**src/rtl/div_arbiter.sv**
```systemverilog
// Round-robin arbiter that shares one sequential divider between NREQ requesters.
// A zero divisor is answered directly with all-ones and err. DIV_TIMEOUT_EN adds a watchdog on the divider handshake.
module div_arbiter #(
    parameter int NREQ           = 3,
    parameter int WIDTH          = 16,
    parameter int IDXW           = 2,
    parameter int TIMEOUT_CYCLES = 255
) (
    input  logic                  clk,
    input  logic                  rst,
    input  logic [NREQ-1:0]       req,
    input  logic [NREQ*WIDTH-1:0] req_dividend,
    input  logic [NREQ*WIDTH-1:0] req_divisor,
    output logic [NREQ-1:0]       done,
    output logic [WIDTH-1:0]      result,
    output logic [IDXW-1:0]       owner,
    output logic                  div_start,
    output logic [WIDTH-1:0]      div_dividend,
    output logic [WIDTH-1:0]      div_divisor,
    input  logic                  div_busy,
    input  logic                  div_ready,
    input  logic [WIDTH-1:0]      div_result,
    output logic                  err
);
    if (NREQ < 2 || NREQ > 8 || IDXW < 1 || (1 << IDXW) < NREQ || TIMEOUT_CYCLES < 1) begin : g_param_check
        $error("div_arbiter: unsupported parameter set");
    end

    typedef enum logic [2:0] {S_IDLE, S_ISSUE, S_WAIT_BUSY, S_WAIT_READY, S_DONE} state_t;

    state_t           state_q, state_d;
    logic [IDXW-1:0]  rr_q, rr_d;
    logic [IDXW-1:0]  owner_q, owner_d;
    logic [WIDTH-1:0] dvd_q, dvd_d;
    logic [WIDTH-1:0] dvs_q, dvs_d;
    logic             start_q, start_d;
    logic [WIDTH-1:0] res_hold_q, res_hold_d;
    logic             err_hold_q, err_hold_d;
    logic [NREQ-1:0]  done_q, done_d;
    logic [WIDTH-1:0] result_q, result_d;
    logic             err_q, err_d;

    logic             grant_vld;
    logic [IDXW-1:0]  grant_idx;
    logic [WIDTH-1:0] grant_dvd;
    logic [WIDTH-1:0] grant_dvs;

`ifdef DIV_TIMEOUT_EN
    localparam int CNTW = $clog2(TIMEOUT_CYCLES + 1);
    logic [CNTW-1:0] cnt_q, cnt_d;
`endif

    // Two passes give round-robin order: indices at/after the pointer first, then the wrap.
    always_comb begin
        grant_vld = 1'b0;
        grant_idx = '0;
        grant_dvd = '0;
        grant_dvs = '0;
        for (int j = 0; j < NREQ; j++) begin
            if (!grant_vld && req[j] && IDXW'(j) >= rr_q) begin
                grant_vld = 1'b1;
                grant_idx = IDXW'(j);
            end
        end
        for (int j = 0; j < NREQ; j++) begin
            if (!grant_vld && req[j] && IDXW'(j) < rr_q) begin
                grant_vld = 1'b1;
                grant_idx = IDXW'(j);
            end
        end
        for (int j = 0; j < NREQ; j++) begin
            if (IDXW'(j) == grant_idx) begin
                grant_dvd = req_dividend[j*WIDTH +: WIDTH];
                grant_dvs = req_divisor[j*WIDTH +: WIDTH];
            end
        end
    end

    always_comb begin
        state_d    = state_q;
        rr_d       = rr_q;
        owner_d    = owner_q;
        dvd_d      = dvd_q;
        dvs_d      = dvs_q;
        start_d    = 1'b0;
        res_hold_d = res_hold_q;
        err_hold_d = err_hold_q;
        done_d     = '0;
        result_d   = result_q;
        err_d      = 1'b0;
        unique case (state_q)
            S_IDLE: begin
                if (grant_vld) begin
                    owner_d = grant_idx;
                    dvd_d   = grant_dvd;
                    dvs_d   = grant_dvs;
                    if (grant_dvs == '0) begin
                        res_hold_d = '1;
                        err_hold_d = 1'b1;
                        state_d    = S_DONE;
                    end else begin
                        err_hold_d = 1'b0;
                        state_d    = S_ISSUE;
                    end
                end
            end
            S_ISSUE: begin
                if (!div_busy) begin
                    start_d = 1'b1;
                    state_d = S_WAIT_BUSY;
                end
            end
            S_WAIT_BUSY: begin
                // A single-cycle divider may answer before busy is ever seen.
                if (div_ready) begin
                    res_hold_d = div_result;
                    state_d    = S_DONE;
                end else if (div_busy) begin
                    state_d = S_WAIT_READY;
                end
            end
            S_WAIT_READY: begin
                if (div_ready) begin
                    res_hold_d = div_result;
                    state_d    = S_DONE;
                end
            end
            S_DONE: begin
                for (int j = 0; j < NREQ; j++) begin
                    done_d[j] = (IDXW'(j) == owner_q);
                end
                result_d = res_hold_q;
                err_d    = err_hold_q;
                rr_d     = (owner_q == IDXW'(NREQ - 1)) ? '0 : owner_q + IDXW'(1);
                state_d  = S_IDLE;
            end
            default: state_d = S_IDLE;
        endcase

`ifdef DIV_TIMEOUT_EN
        cnt_d = cnt_q;
        if (state_q == S_IDLE) begin
            cnt_d = '0;
        end else if ((state_q == S_ISSUE || state_q == S_WAIT_BUSY || state_q == S_WAIT_READY)
                     && state_d != S_DONE) begin
            if (cnt_q == CNTW'(TIMEOUT_CYCLES - 1)) begin
                state_d    = S_DONE;
                start_d    = 1'b0;
                res_hold_d = '1;
                err_hold_d = 1'b1;
                cnt_d      = '0;
            end else begin
                cnt_d = cnt_q + CNTW'(1);
            end
        end
`endif
    end

    always_ff @(posedge clk) begin
        if (rst) begin
            state_q    <= S_IDLE;
            rr_q       <= '0;
            owner_q    <= '0;
            dvd_q      <= '0;
            dvs_q      <= '0;
            start_q    <= 1'b0;
            res_hold_q <= '0;
            err_hold_q <= 1'b0;
            done_q     <= '0;
            result_q   <= '0;
            err_q      <= 1'b0;
`ifdef DIV_TIMEOUT_EN
            cnt_q      <= '0;
`endif
        end else begin
            state_q    <= state_d;
            rr_q       <= rr_d;
            owner_q    <= owner_d;
            dvd_q      <= dvd_d;
            dvs_q      <= dvs_d;
            start_q    <= start_d;
            res_hold_q <= res_hold_d;
            err_hold_q <= err_hold_d;
            done_q     <= done_d;
            result_q   <= result_d;
            err_q      <= err_d;
`ifdef DIV_TIMEOUT_EN
            cnt_q      <= cnt_d;
`endif
        end
    end

    assign done         = done_q;
    assign result       = result_q;
    assign owner        = owner_q;
    assign div_start    = start_q;
    assign div_dividend = dvd_q;
    assign div_divisor  = dvs_q;
    assign err          = err_q;
endmodule

```
**config.mk**
```make
export PLATFORM = sky130hd
export DESIGN_NAME = div_arbiter
export DESIGN_NICKNAME = d
export VERILOG_FILES = /design/src/rtl/div_arbiter.sv
export SDC_FILE = /design/constraint.sdc
export NUM_CORES = 1
export LEC_CHECK = 0
export BUFFER_PORTS_ARGS = -buffer_cell sky130_fd_sc_hd__buf_2
export CORE_MARGIN = 5
export CORE_UTILIZATION = 51
export CTS_BUF_LIST = sky130_fd_sc_hd__clkbuf_2
export CTS_CLUSTER_SIZE = 20
export DETAILED_ROUTE_END_ITERATION = 10
export PLACE_DENSITY_LB_ADDON = 0.3
export SKIP_CTS_REPAIR_TIMING = 1
export SLEW_MARGIN = 20
export SYNTH_ARGS = -nofsm -noshare
export SYNTH_HDL_FRONTEND = slang
export SYNTH_SLANG_ARGS = --single-unit
```
**constraint.sdc**
```tcl
create_clock -name clk -period 6.2 [get_ports clk]
set_clock_uncertainty 0.2 [all_clocks]
set_input_delay 0.31 -clock clk [delete_from_list [all_inputs] [get_ports clk]]
set_output_delay 0.31 -clock clk [all_outputs]
set_load 0.02 [all_outputs]
```
==> results.cfg <==
[global_routing]
grt_max_degree = 77
grt_usage_pct = 23.8
grt_pass1_wl_mm = 16.3
grt_overflow_total = 0
grt_antenna_before_repair = 0
grt_pass1_vias = 3589

[timing]
timing.fmax_mhz = 327
slew_violations = 0
hold_viol = 3
relSlewSlack_pct = 32.3
tightest_slew_ps = 1010
period_share_pct = 49.3
setup_viol = 0
rsz0062_at_grt = false
fin_tns_setup_ps = 0
min_period_ps = 3060
hold_slack_ps = -10.9

[cells_and_area]
n_antenna_cell = 0
num-fill-cells = 524
area_delta_synth_final_pct = 42.1
fin_cells = 692
layout.nets = 726
seq_area_um2 = 1540
drive_above_1_share_pct = 34.2
multi_input_area_um2 = 1740

[critical_path]
cp.required_ps = 6420
r2r_cells = 7
reg2reg_from = rr_q[1]
regToRegSetupSlack_ps = 3140
start_kind = flip-flop
critPathArrivalTime_ps = 3280
endpoint_kind = flip-flop
worstSetupPathType = reg -> reg
cp_max_fo = 18
r2r_end = res_hold_q[3]

[pwr]
power_per_cell_area_nw_per_um2 = 236
ir_worst_vdd_uv = 146
power_leakage_nw = 2.27

[min_path]
hold_path_class = in -> reg
min_to = div_divisor[11]
min_from = req_divisor[11]
whs_path_depth = 3

[placed_design]
io_buffers = 173
post-dp-hpwl_mm = 7.66
place.gp.congestion = 0.903
dp_cells = 629

[synthesis]
synth-async-reset-ratio_pct = 0
ys_ff_latch = 77
syn_avg_cell_area_um2 = 8.42
synth_area_leader_cell = dfxtp_1
netlist_area_um2 = 3440
synth_common_cells = dfxtp_1 (77), nor2_1 (75), nand2_1 (64)
synthesis.nets = 527
synthTopCellsByArea = dfxtp_1 (45%), nor2_1 (8.2%), nand2_1 (7.0%)
synthCells = 408
yosys_warnings = 0
synth_most_common_cell = dfxtp_1
synth_edf_count = 0
ys_seq_area_share_pct = 44.9
synth_cell_types = 46
ys.flop_type = dfxtp_1
synth_top_area_share_pct = 44.9

[detailed_routing]
topRoutingLayerUsed = met4
wirelength_mm = 11.1
antenna_left = 0
met3WireLength_um = 815
drt-met1-wl_mm = 4.50
drtPass1Iterations = 5
vias = 3938
drtIter0Drc = 317
wl_met2_mm = 5.54
wire_per_inst_um = 16.1
vias_per_cell = 5.69
drcViolationCount = 0

[floorplanning]
io_pins = 174
fp.dieH_um = 92.1
core_area_um2 = 6680
rows = 30
initial_core_util_pct = 51.4
die_x_um = 92.1
dieArea_um2 = 8480

[clock_network]
clk_pin_slew_ps = 230
h-tree-depth = 3
root_buffer = clkbuf_2
cts-buffers-inserted = 9
cts.sinks = 77
cts_tree = done
clockBufferDepth = 2
insertion_delay_ps = 520

[flow_run]
maxCapViolCount = 0

[run_status]
status = finished with violations
violations = hold timing
[logic make-up after synthesis]
group                  share of synthesized area (%)
and+or+nand+nor                                 22.7
muxes                                          0.619
buffers and inverters                           4.84
AOI/OAI and AO/OA                               27.0
DFF                                             44.9
[worst max-delay path, cell delays in order (launching register included)]
cell and delay [ps]:
dfxtp_1 500, nor2b_1 120, a211o_1 330, nand2_1 430, mux2_2 410, and4bb_2 330, nand4_4 330, a211oi_1 320
[how the worst max path moves through the flow]
stage | start | endpoint | slack, ps | cells past startpoint
final | rr_q[1] | res_hold_q[3] | 3140 | 7
after global routing | rr_q[1] | res_hold_q[2] | 2930 | 7
after CTS | rr_q[1] | res_hold_q[3] | 3150 | 7
after detailed placement | req[1] | res_hold_q[0] | 3180 | 8
after global placement | req[1] | res_hold_q[0] | 3280 | 8
after floorplan | rr_q[0] | res_hold_q[10] | 3700 | 9
[placed cells by master (no fill, tap or decap), types with 8 or more instances in the layout]
master         instances
a211oi_1              30
nand2_1               64
dlygate4sd3_1         47
buf_2                173
a211oi_2               8
dfxtp_1               77
clkbuf_2               9
a21oi_1               29
nor2_1                75
a222oi_1              22
[metrics by stage]
stage,power [mW],utilization (%),area (um2),setup WS (ps),hold WS [ps]
global route,1.22,73.1,4880,2930,0.693
floorplan,0.746,-,3440,3700,199
global placement,0.847,64.2,4290,3280,239
finish,1.15,73.1,4880,3140,-10.9
detailed placement,0.852,64.2,4290,3180,248
CTS,1.13,66.0,4410,3150,-196
[state kept, by name, summed over array words and instances, names as in the netlist]
name	flops
div_dividend	16
div_divisor	16
div_start	1
done	3
err	1
err_hold_q	1
owner	2
res_hold_q	16
result	16
rr_q	2
state_q	3
[layer usage]
layer	up-vias	track usage, %
met1	1830	29.0
met5	-	0
met3	27	5.74
met4	0	9.78
met2	190	40.2
li1	1891	-
[power breakdown]
part | switching, mW | internal (mW)
clock network | 0.182 | 0.0944
logic | 0.178 | 0.135
registers | 0.0266 | 0.538
total | 0.387 | 0.767
[cell type report]
type / count / share of cell area, %
Inverter: 5 / 0.385
Tap cell: 80 / 2.05
Multi-Input combinational cell: 291 / 35.7
Sequential cell: 77 / 31.6
Timing Repair Buffer: 223 / 27.8
Clock buffer: 9 / 0.923
Clock inverter: 7 / 1.54
Note: power is estimated with default switching activity, not from simulation.
